File: src/rtl/output_layer_mac.sv
// Output-layer neuron array: streams activations and weight rows and accumulates
// ten neurons in parallel. The bias row follows the last activation row.
module output_layer_mac #(
  parameter int N_HIDDEN = 32,
  parameter int ADDR_W   = 6,
  parameter int A_W      = 8,
  parameter int W_W      = 8,
  parameter int S_W      = 26
) (
  input  logic                  clk,
  input  logic                  rst,
  input  logic                  start,
  output logic                  busy,
  output logic                  rd_en,
  output logic [ADDR_W-1:0]     rd_addr,
  input  logic signed [A_W-1:0] act_data,
  input  logic [10*W_W-1:0]     w_data,
  output logic                  out_valid,
  output logic signed [S_W-1:0] s0,
  output logic signed [S_W-1:0] s1,
  output logic signed [S_W-1:0] s2,
  output logic signed [S_W-1:0] s3,
  output logic signed [S_W-1:0] s4,
  output logic signed [S_W-1:0] s5,
  output logic signed [S_W-1:0] s6,
  output logic signed [S_W-1:0] s7,
  output logic signed [S_W-1:0] s8,
  output logic signed [S_W-1:0] s9
);

  localparam logic [ADDR_W-1:0] BIAS_ROW = ADDR_W'(N_HIDDEN);
  localparam int P_W = A_W + W_W;

  typedef enum logic [1:0] {IDLE, RUN, DRAIN, DONE} state_t;

  state_t                state;
  logic                  vld_d1;
  logic                  bias_d1;
  logic signed [S_W-1:0] acc      [10];
  logic signed [S_W-1:0] acc_next [10];
  logic signed [S_W-1:0] score    [10];

  for (genvar j = 0; j < 10; j++) begin : g_neuron
    logic signed [W_W-1:0] w;
    logic signed [P_W-1:0] prod;
    assign w    = w_data[W_W*j +: W_W];
    assign prod = P_W'(act_data) * P_W'(w);
    assign acc_next[j] = !vld_d1 ? acc[j] :
                         bias_d1 ? acc[j] + S_W'(w) :
                                   acc[j] + S_W'(prod);
  end

  // DRAIN publishes acc_next directly so the bias row lands in the same
  // edge that raises out_valid.
  always_ff @(posedge clk or negedge rst) begin
    if (!rst) begin
      state     <= IDLE;
      busy      <= 1'b0;
      rd_en     <= 1'b0;
      rd_addr   <= '0;
      out_valid <= 1'b0;
      vld_d1    <= 1'b0;
      bias_d1   <= 1'b0;
      for (int j = 0; j < 10; j++) begin
        acc[j]   <= '0;
        score[j] <= '0;
      end
    end else begin
      vld_d1    <= rd_en;
      bias_d1   <= rd_en && (rd_addr == BIAS_ROW);
      out_valid <= 1'b0;
      for (int j = 0; j < 10; j++) acc[j] <= acc_next[j];
      case (state)
        IDLE: begin
          if (start) begin
            state   <= RUN;
            busy    <= 1'b1;
            rd_en   <= 1'b1;
            rd_addr <= '0;
            for (int j = 0; j < 10; j++) acc[j] <= '0;
          end
        end
        RUN: begin
          if (rd_addr == BIAS_ROW) begin
            state <= DRAIN;
            rd_en <= 1'b0;
          end else begin
            rd_addr <= rd_addr + 1'b1;
          end
        end
        DRAIN: begin
          state     <= DONE;
          out_valid <= 1'b1;
          for (int j = 0; j < 10; j++) score[j] <= acc_next[j];
        end
        DONE: begin
          state <= IDLE;
          busy  <= 1'b0;
        end
        default: state <= IDLE;
      endcase
    end
  end

  assign s0 = score[0];
  assign s1 = score[1];
  assign s2 = score[2];
  assign s3 = score[3];
  assign s4 = score[4];
  assign s5 = score[5];
  assign s6 = score[6];
  assign s7 = score[7];
  assign s8 = score[8];
  assign s9 = score[9];

endmodule
File: config.mk
export PLATFORM = sky130hd
export DESIGN_NAME = output_layer_mac
export DESIGN_NICKNAME = d
export VERILOG_FILES = /design/src/rtl/output_layer_mac.sv
export SDC_FILE = /design/constraint.sdc
export NUM_CORES = 2
export LEC_CHECK = 0
export ABC_AREA = 1
export CORE_ASPECT_RATIO = 2
export CORE_MARGIN = 4
export CORE_UTILIZATION = 30
export DETAILED_ROUTE_END_ITERATION = 10
export PLACE_DENSITY = 0.51
export SLEW_MARGIN = 40
export SYNTH_ARGS = -nofsm -noshare
export SYNTH_HDL_FRONTEND = slang
export SYNTH_SLANG_ARGS = --single-unit
File: constraint.sdc
create_clock -name clk -period 7.9 [get_ports clk]
set_input_delay 1.975 -clock clk [delete_from_list [all_inputs] [get_ports clk]]
set_output_delay 1.975 -clock clk [all_outputs]
set_load 0.02 [all_outputs]
==> results.sh <==
export IMPL_status="complete, no violations"
export IMPL_drt_pass1_iterations=7
export IMPL_numCtsBuffers=67
export IMPL_drc=0
export IMPL_clock_sinks=533
export IMPL_path_buf_inv=4
export IMPL_crit_fanout=6
export IMPL_critical_path_slowest_cell="clkdlybuf4s50_1"
export IMPL_cts_setup_buffers=0
export IMPL_grt_pass1_vias=87500
export IMPL_crit_family="adder cells"
export IMPL_fin_skew_ps=38.4
export IMPL_start_util_pct=30.1
export IMPL_clk_latency_ps=710
export IMPL_track_usage_pct=21.9
export IMPL_synth_ff_type="dfrtp_1"
export IMPL_grt_first_pass_wirelength_um=520000
export IMPL_cts_buffer_depth=3
export IMPL_fp_dieH_um=786
export IMPL_root_buffer="clkbuf_16"
export IMPL_cts_htree_levels=3
export IMPL_crit_arrival_ps=7530
export IMPL_synth_seq_cells=533
export IMPL_nets=15300
export IMPL_clk_pin_slew_worst_paths_ps=60
export IMPL_ys_warnings_count=0
export IMPL_synth_cells=12900
export IMPL_slew_viol_final=0
export IMPL_ys_seq_area_share_pct=14.7
export IMPL_syn_mean_instance_area_um2=7.05
export IMPL_worstPathRequired_ps=8470
export IMPL_drt_iter0_markers=3798
export IMPL_portBuffers=359
export IMPL_tightest_slew_ps=903
export IMPL_dieArea_mm2=0.312
export IMPL_ant_nets=0
export IMPL_synth_edf_count=0
export IMPL_wl_per_cell_um=19.9
export IMPL_cts_hold_buffers=0
export IMPL_r2r_start="acc[240]$_DFF_PN0_"
export IMPL_min_delay_start="s8[12]$_DFFE_PN0P_"
export IMPL_ys_async_sr_fraction_pct=100
export IMPL_critPathKind="in2reg"
export IMPL_cap_violations=0
export IMPL_hold_viol=0
export IMPL_endpoint_kind="register"
export IMPL_setup_viol=0
export IMPL_final_min_clock_period_ps=6960
export IMPL_cts_tree="done"
export IMPL_fill_cells=32900
export IMPL_die_x_um=397
export IMPL_crit_chain="clkdlybuf4s50_1, nand2_1, fa_1, buf_4, fa_1, inv_1, fa_1, fa_1, ha_1, ha_1, nand2_1, inv_1, a21oi_1, nand2_1, nand2_1, nand3_1, nand2_1, nand3_1, nand2_1, nand2_1, nand3_1, nand2_1"
export IMPL_path_common_cell="nand2_1"
export IMPL_grt_antenna_before_repair=16
export IMPL_startpoint="w_data[18]"
export IMPL_slew_headroom_pct=39.2
export IMPL_overflow=0
export IMPL_drive_gt1_share_pct=5.19
export IMPL_num_vias=82600
export IMPL_hpwl_um=287000
export IMPL_place_gp_congestion=0.955
export IMPL_wl_um=344000
export IMPL_viasPerCell=4.77
export IMPL_grt_setup_unrepaired="no"
export IMPL_yosysUniqueCellTypes=46
export IMPL_synth_nets=14900
export IMPL_setup_tns_ps=0
export IMPL_grt_max_degree=123
export IMPL_cp_start_kind="input port"
export IMPL_syn_to_final_growth_pct=13.3
export IMPL_fin_crit_sh_pct=88.1
export IMPL_cts_resized_gates=0
export IMPL_max_freq_mhz=144
export IMPL_io_pins=360
export IMPL_hold_path_class="reg2reg"
export IMPL_cp_slowest_stage_delay_ps=680
export IMPL_rows=285
export IMPL_syn_area_mm2=0.0908
export IMPL_core_area_mm2=0.301
-- Yosys cell counts, types with 12 or more instances --
| library cell | n | area [um^2] |
|---|---|---|
| buf_1 | 29 | 109 |
| nand3b_1 | 114 | 856 |
| inv_1 | 2436 | 9140 |
| o211ai_1 | 26 | 195 |
| fa_1 | 1110 | 22200 |
| and2_1 | 14 | 87.6 |
| dfrtp_1 | 533 | 13300 |
| clkbuf_1 | 197 | 739 |
| nand2_2 | 49 | 307 |
| nor3_1 | 56 | 280 |
| or2_1 | 21 | 131 |
| nor2_1 | 857 | 3220 |
| o21bai_1 | 27 | 203 |
| a21oi_1 | 485 | 2430 |
| buf_2 | 67 | 335 |
| o21ai_1 | 32 | 160 |
| nand2_1 | 4020 | 15100 |
| a21o_1 | 46 | 345 |
| nand3_1 | 863 | 4320 |
| xor2_1 | 103 | 902 |
| nand3_2 | 24 | 240 |
| clkbuf_2 | 50 | 250 |
| or2_2 | 154 | 963 |
| nor2_2 | 27 | 169 |
| clkinv_1 | 12 | 45.0 |
| o21ai_0 | 397 | 1990 |
| o21ai_2 | 16 | 140 |
| ha_1 | 856 | 10700 |
| xnor2_1 | 63 | 552 |
| nand4_1 | 133 | 832 |
-- registers in the layout, indices dropped and copies added (netlist names), 2 cells and up --
register,cells
s2,26
s0,26
s6,26
s8,26
s4,26
state,2
rd_addr,6
s7,26
s1,26
s5,26
acc,260
s9,26
s3,26
-- layer usage --
layer	routed length, um	up-vias	global-route usage (%)
met1	116000	39900	21.0
met2	193000	1689	44.6
li1	-	40200	-
met3	10700	756	2.08
met5	33	-	0
met4	23700	6	12.6
-- cell families (layout without fill, tap and decap cells) --
logic type               count (synthesis)  after routing  synth area share, %
AO/OA/AOI/OAI                         1064           1064                 6.30
XOR/XNOR                               166            166                 1.60
adder cells (fa/ha/maj)               1966           1966                 36.3
buffers and inverters                 2799           3200                 11.7
flip-flops                             533            533                 14.7
other                                    0              7                    0
AND/OR/NAND/NOR                       6355           6355                 29.4
-- worst paths after layout --
kind	slack [ps]	cells after the start	endpoint
worst min-delay path	480	2	s8[12]$_DFFE_PN0P_
worst max register to register	2610	20	s0[15]$_DFFE_PN0P_
min in group asynchronous	1300	1	s3[20]$_DFFE_PN0P_
worst min register to register	480	2	s8[12]$_DFFE_PN0P_
max in group asynchronous	5130	3	acc[46]$_DFF_PN0_
worst max-delay path	940	22	s2[23]$_DFFE_PN0P_
-- layout make-up --
type	instances	area [um^2]	area share, %
well taps	4018	5030	4.89
inverters	2454	9240	8.98
repair buffers	626	6100	5.93
multi-input cells	9551	66800	65.0
clock inverters	38	460	0.448
flip-flops and latches	533	13300	13.0
clock buffers	82	1850	1.80
diodes	7	17.5	0.0170
-- metrics by stage --
step	hold slack, ps	util [%]	cell area, um^2	setup slack [ps]	std cells
3_3_place_gp	463	33.3	100000	187	17200
2_1_floorplan	522	-	90800	670	12900
3_5_place_dp	464	33.3	100000	206	17200
5_1_grt	492	34.1	103000	707	17300
6_report	477	34.1	103000	938	17300
4_1_cts	481	34.1	103000	1000	17300
-- placed cells by master, fill, tap and decap left out, drive strengths merged, types with 350 or more instances in the layout --
cell	netlist	routed
ha	856	856
clkdlybuf4s50	0	350
fa	1110	1110
nand3	887	887
o21ai	446	446
inv	2442	2454
dfrtp	533	533
nand2	4070	4070
a21oi	492	492
nor2	886	886
-- worst min-delay path: stages, from the launching register on --
cell	delay, ps
dfrtp_1	340
nand2_1	50
nand2_1	50
Power is left out: the tool's default activity adds up to more than one toggle a clock period on the data nets, which glitch-free logic cannot reach.
